File: config.mk
export PLATFORM = sky130hd
export DESIGN_NAME = output_gater
export DESIGN_NICKNAME = d
export VERILOG_FILES = /design/src/rtl/output_gater.sv
export SDC_FILE = /design/constraint.sdc
export NUM_CORES = 2
export LEC_CHECK = 0
export BUFFER_PORTS_ARGS = -buffer_cell sky130_fd_sc_hd__clkbuf_2
export CORE_ASPECT_RATIO = 1.1
export CORE_MARGIN = 2
export CORE_UTILIZATION = 50
export CTS_CLUSTER_DIAMETER = 200
export DETAILED_ROUTE_END_ITERATION = 10
export GPL_TIMING_DRIVEN = 1
export PLACE_DENSITY_LB_ADDON = 0.1
export REMOVE_ABC_BUFFERS = 1
export SLEW_MARGIN = 20
export SYNTH_ARGS = -nofsm -noshare
export SYNTH_HDL_FRONTEND = slang
export SYNTH_SLANG_ARGS = --single-unit
File: constraint.sdc
create_clock -name clk -period 14.3 [get_ports clk]
set_clock_uncertainty 0.15 [all_clocks]
set_input_delay 1.43 -clock clk [delete_from_list [all_inputs] [get_ports clk]]
set_output_delay 1.43 -clock clk [all_outputs]
set_load 0.02 [all_outputs]
File: src/rtl/output_gater.sv
// Requantises 16 x int16 result vectors to int8, packs two vectors per 256-bit word,
// buffers words in a small FIFO and streams them to the output buffer with auto-incrementing addresses.
module output_gater #(
   parameter int LANES      = 16,
   parameter int IN_W       = 16,
   parameter int OUT_W      = 8,
   parameter int FIFO_DEPTH = 4,
   parameter int ADDR_W     = 12
) (
   input  logic                      clk,
   input  logic                      rst,
   input  logic                      start,
   input  logic [15:0]               cfg_num_vec,
   input  logic [ADDR_W-1:0]         cfg_base_addr,
   input  logic [3:0]                cfg_shift,
   input  logic                      cfg_relu_en,
   input  logic                      in_valid,
   input  logic [LANES*IN_W-1:0]     in_sum,
   output logic                      wr_valid,
   input  logic                      wr_ready,
   output logic [ADDR_W-1:0]         wr_addr,
   output logic [2*LANES*OUT_W-1:0]  wr_data,
   output logic                      busy,
   output logic                      done,
   output logic                      err_overflow,
   output logic                      err_unexp
);

   localparam int PTR_W  = $clog2(FIFO_DEPTH);
   localparam int CNT_W  = PTR_W + 1;
   localparam int HALF_W = LANES * OUT_W;
   localparam int WORD_W = 2 * HALF_W;
   localparam int EXT_W  = IN_W + 1;

   localparam logic [1:0] ST_IDLE  = 2'd0;
   localparam logic [1:0] ST_RUN   = 2'd1;
   localparam logic [1:0] ST_DRAIN = 2'd2;

   localparam logic signed [EXT_W-1:0] SAT_MAX = EXT_W'((1 << (OUT_W - 1)) - 1);
   localparam logic signed [EXT_W-1:0] SAT_MIN = EXT_W'(-(1 << (OUT_W - 1)));

   logic [1:0]          state_reg, state_next;
   logic [15:0]         num_vec_reg;
   logic [3:0]          shift_reg;
   logic                relu_reg;
   logic [15:0]         vec_cnt_reg;
   logic [ADDR_W-1:0]   addr_reg;

   logic                s1_valid_reg;
   logic [HALF_W-1:0]   s1_data_reg;
   logic                s1_odd_reg;
   logic                s1_last_reg;
   logic [HALF_W-1:0]   half_reg;

   logic [WORD_W-1:0]   fifo_mem [FIFO_DEPTH];
   logic [PTR_W-1:0]    wr_ptr_reg, rd_ptr_reg;
   logic [CNT_W-1:0]    count_reg, count_next;

   logic                done_reg, done_next;
   logic                err_overflow_reg, err_unexp_reg;

   logic [HALF_W-1:0]   quant_vec;
   logic                accept, last_vec, full, pop, push_req, push, drop;
   logic [WORD_W-1:0]   push_word;

   // Per-lane requantisation uses the configuration latched at job start.
   genvar gi;
   generate
      for (gi = 0; gi < LANES; gi++) begin : g_lane
         logic signed [EXT_W-1:0] x_ext;
         logic        [EXT_W-1:0] rnd;
         logic signed [EXT_W-1:0] sum;
         logic signed [EXT_W-1:0] val;
         logic        [OUT_W-1:0] q;

         always_comb begin
            x_ext = {in_sum[gi*IN_W + IN_W - 1], in_sum[gi*IN_W +: IN_W]};
            rnd   = (shift_reg == 4'd0) ? '0 : (EXT_W'(1) << (shift_reg - 4'd1));
            sum   = x_ext + $signed(rnd);
            val   = sum >>> shift_reg;
            if (relu_reg && (val < 0)) begin
               val = '0;
            end
            if (val > SAT_MAX) begin
               q = SAT_MAX[OUT_W-1:0];
            end else if (val < SAT_MIN) begin
               q = SAT_MIN[OUT_W-1:0];
            end else begin
               q = val[OUT_W-1:0];
            end
         end

         assign quant_vec[gi*OUT_W +: OUT_W] = q;
      end
   endgenerate

   always_comb begin
      accept    = in_valid && (state_reg == ST_RUN);
      last_vec  = (vec_cnt_reg == (num_vec_reg - 16'd1));
      wr_valid  = (count_reg != '0);
      full      = (count_reg == CNT_W'(FIFO_DEPTH));
      pop       = wr_valid && wr_ready;
      push_req  = s1_valid_reg && (s1_odd_reg || s1_last_reg);
      push      = push_req && (!full || pop);
      drop      = push_req && full && !pop;
      push_word = s1_odd_reg ? {s1_data_reg, half_reg} : {{HALF_W{1'b0}}, s1_data_reg};

      count_next = count_reg;
      case ({push, pop})
         2'b10:   count_next = count_reg + CNT_W'(1);
         2'b01:   count_next = count_reg - CNT_W'(1);
         default: count_next = count_reg;
      endcase

      // Done fires on the edge after which nothing is left in flight.
      done_next  = (state_reg == ST_DRAIN) && (count_next == '0);
      state_next = state_reg;
      case (state_reg)
         ST_IDLE:  if (start)              state_next = ST_RUN;
         ST_RUN:   if (accept && last_vec) state_next = ST_DRAIN;
         ST_DRAIN: if (done_next)          state_next = ST_IDLE;
         default:                          state_next = ST_IDLE;
      endcase
   end

   always_ff @(posedge clk or posedge rst) begin
      if (rst) begin
         state_reg        <= ST_IDLE;
         num_vec_reg      <= '0;
         shift_reg        <= '0;
         relu_reg         <= 1'b0;
         vec_cnt_reg      <= '0;
         addr_reg         <= '0;
         s1_valid_reg     <= 1'b0;
         s1_data_reg      <= '0;
         s1_odd_reg       <= 1'b0;
         s1_last_reg      <= 1'b0;
         half_reg         <= '0;
         wr_ptr_reg       <= '0;
         rd_ptr_reg       <= '0;
         count_reg        <= '0;
         done_reg         <= 1'b0;
         err_overflow_reg <= 1'b0;
         err_unexp_reg    <= 1'b0;
      end else begin
         state_reg <= state_next;
         done_reg  <= done_next;
         count_reg <= count_next;

         if ((state_reg == ST_IDLE) && start) begin
            num_vec_reg <= cfg_num_vec;
            shift_reg   <= cfg_shift;
            relu_reg    <= cfg_relu_en;
            vec_cnt_reg <= '0;
            addr_reg    <= cfg_base_addr;
         end else begin
            if (accept) vec_cnt_reg <= vec_cnt_reg + 16'd1;
            if (pop)    addr_reg    <= addr_reg + ADDR_W'(1);
         end

         s1_valid_reg <= accept;
         if (accept) begin
            s1_data_reg <= quant_vec;
            s1_odd_reg  <= vec_cnt_reg[0];
            s1_last_reg <= last_vec;
         end
         if (s1_valid_reg && !s1_odd_reg && !s1_last_reg) begin
            half_reg <= s1_data_reg;
         end

         if (push) wr_ptr_reg <= wr_ptr_reg + PTR_W'(1);
         if (pop)  rd_ptr_reg <= rd_ptr_reg + PTR_W'(1);

         err_overflow_reg <= err_overflow_reg | drop;
         err_unexp_reg    <= err_unexp_reg | (in_valid && !accept);
      end
   end

   // Storage has no reset; emptiness is tracked by the pointers and count.
   always_ff @(posedge clk) begin
      if (push) begin
         fifo_mem[wr_ptr_reg] <= push_word;
      end
   end

   assign wr_data      = wr_valid ? fifo_mem[rd_ptr_reg] : '0;
   assign wr_addr      = addr_reg;
   assign busy         = (state_reg != ST_IDLE);
   assign done         = done_reg;
   assign err_overflow = err_overflow_reg;
   assign err_unexp    = err_unexp_reg;

endmodule
==> summary.txt <==
Critical path
  – Startpoint Class: flop
  – Crit path DAT: 7.91 ns
  – Crit path max-delay cell type: nor2_4
  – CP Max Fanout: 69
  – Worst Path Buf+Inv: 2
  – CP endpoint kind: flop
  – Worst R2R Setup Slack: 6.92 ns
  – CP Class: flop to flop
  – Worst Path Required: 14.83 ns
  – Crit path largest cell delay: 1.11 ns
  – Worst r2r src: shift_reg[2]
  – RR Endpoint: s1_data_reg[91]
  – Worst R2R Path Depth: 16
  – Worst path top cell family by delay: simple AND/OR/NAND/NOR gates
  – Crit-path cells: buf_4, nand2_1, nor2_4, buf_4, ha_1, nand3_1, o311ai_1, a211oi_1, or2_1, xnor2_1, a221o_1, a221o_1, or4_4, a2111oi_4, a21oi_2, o22a_1

Clocking
  – Max Root-Sink Buffers: 3
  – Clock slew at the register clock pins of the worst setup and hold paths: 0.09 ns
  – Clk root buf: clkbuf_16
  – Clk Latency, worst-skew pair: between 0.8 and 0.9 ns
  – Cts hold-fix bufs: 0
  – Total setup buffers inserted after CTS: 0
  – CTS tree: done
  – CTS resizes: 0
  – Cts bufs inserted: 141
  – Sink Count: 1344
  – H-tree levels: 4

Timing
  – Slew headroom: 13.7%
  – Fmax: around 140 MHz
  – Final worst-path setup slack: 6.92 ns
  – Tmin final: roughly 7.4 ns
  – Final hold violation count: 0
  – Unrepaired setup endpoints after global routing: no
  – # setup viols final: 0
  – Final Cycle Share: between 50% and 60%
  – Total negative slack: 0 ns
  – Slew Viols, Final: 0
  – Actual slew at the worst max-slew pin: 1.29 ns

Route
  – Antenna-violating nets left: 0
  – Vias/cell: between 6 and 7
  – Post-Route WL: 287000 um
  – Via count: 64600
  – DRC Markers: 0
  – Avg WL per Cell: 29.0 um
  – Initial DRC count: 6960
  – 1st-pass router iterations: 6

Cells and area
  – Final #Nets: 8120
  – Commonest non-fill, non-tap cell in the layout: edfxtp_1
  – Max reg flops: 1024
  – Most frequent cells in the layout: edfxtp_1, nor2_1, clkbuf_2
  – Layout cell share with drive strength beyond 1: a little over a fifth
  – Area delta synth->final: 11.5%

Synth
  – Synth top area cells: edfxtp_1, dfrtp_1, mux4_2, mux2_2, and2_1
  – Synth Register Bits: 1344
  – Seq/Total Area, Yosys: between 40% and 50%
  – Post-synth EDFFs: 1024
  – Yosys warning total: 0
  – Post-synth top area share: 37.5%
  – Asr flop ratio synth: 23.8%
  – Synth cell types: 121
  – Mapped Area: 0.0821 mm^2
  – Largest area contributor in the netlist: edfxtp_1
  – Synthesized instance count: 7301
  – Most used DFF post-synth: edfxtp_1
  – Syn avg cell area: 11.2 um^2

Floorplan
  – I/O Pins: 567
  – Num rows: about 160
  – Die height: 429 um
  – Die ar.: around 0.17 mm^2
  – Die Wd: 390 um
  – Total core area: 0.163 mm^2
  – Starting Density: 50.4%

Status
  – Status: finished clean

GRT
  – Initial antenna violation count: 53
  – Largest net degree at the start of global routing: 111
  – First-pass GRT wire length: around 420000 um
  – GRT Util Overall: 33.6%
  – Gr ovfl total: 0
  – Vias in the first global route: 62000

Place
  – HPWL after detailed placement: 199000 um
  – Final RePlAce weighted congestion: 0.999
  – Worst slack, placed: slightly above 7 ns
  – Port bufs: 566

Job
  – Total of max-cap violations: 0

Power
  – LEAKAGE: 0.0343 uW
  – Power Total: ~21000 uW
  – PwrDens: 229 mW/mm^2
  – Worst IR Drop VDD: approximately 0.16 mV

Worst hold path
  – HP Class: flop to flop
  – Hold Crit Depth: 1
  – Min-delay src: err_unexp
  – Min-Delay Endpoint: err_unexp
## worst reg2reg max path: cells and delay by family (launching register included)
kind | cells | cell delay (ns)
AO/OA/AOI/OAI | 7 | 2.01
XOR/XNOR | 1 | 0.32
adder cells (fa/ha/maj) | 1 | 0.27
buffers and inverters | 2 | 1.08
flip-flops | 1 | 0.45
AND/OR/NAND/NOR | 5 | 2.92
## synth_stat cells (100+ instances only)
cell type,n
mux2i_1,154
xor2_1,105
a21o_1,130
inv_1,109
and2_1,442
nand3_1,122
xnor2_1,198
a21oi_1,424
ha_1,199
nand2_1,468
mux2_2,311
nor3_1,100
nor2_1,604
dfrtp_1,320
a211oi_1,125
edfxtp_1,1024
o21ai_0,344
mux4_2,289
clkbuf_1,354
o211ai_1,117
## routing by layer
metal	track usage (%)	part of all wire, %
met5	0	0.15
met4	14.4	4.6
met3	7.18	8.8
met2	51.6	45
met1	46.0	41
## through the flow
stage	utilization, %	hold slack (ns)	cell area (um^2)	std cells
5_1_grt	56.2	0.325	91500	9871
2_1_floorplan	-	0.290	80000	6792
4_1_cts	56.2	0.312	91500	9863
6_report	56.2	0.311	91500	9881
3_5_place_dp	53.3	0.299	86800	9602
3_3_place_gp	53.3	0.293	86800	9602
## power breakdown
| group | switching [uW] | internal [uW] |
|---|---|---|
| sequential | 637 | 5510 |
| clock | 1580 | 2150 |
| combinational | 6980 | 4110 |
## worst max path at each step
stage	start	end	depth (start not counted)
6_report	shift_reg[2]	s1_data_reg[91]	16
5_1_grt	shift_reg[1]	s1_data_reg[101]	19
4_1_cts	shift_reg[1]	s1_data_reg[91]	16
3_5_place_dp	shift_reg[1]	s1_data_reg[91]	16
3_3_place_gp	shift_reg[1]	s1_data_reg[101]	18
2_1_floorplan	shift_reg[0]	s1_data_reg[85]	17
## cell families (layout without fill, tap and decap cells)
| kind of cell | after synthesis | in the layout | share of synthesized area [%] |
|---|---|---|---|
| and+or+nand+nor | 2124 | 2124 | 12.9 |
| xor gates and xnor gates | 305 | 305 | 3.27 |
| buffers and inverters | 635 | 1063 | 3.12 |
| AOI/OAI and AO/OA | 1930 | 1930 | 16.2 |
| DFF | 1344 | 1344 | 47.2 |
| adders and majority gates | 207 | 207 | 3.15 |
| other | 1 | 34 | 0.00457 |
| muxes | 755 | 755 | 14.1 |
## area by class of cell
type / instances / area [um^2]
clock buffers: 203 / 4040
flip-flops and latches: 1344 / 38800
inverters: 111 / 449
clock inverters: 58 / 663
fillers: 13900 / 71200
multi-input cells: 5337 / 41000
diodes: 18 / 45.0
well taps: 2119 / 2650
repair buffers: 691 / 3870
Power figures use the tool's default switching activity.
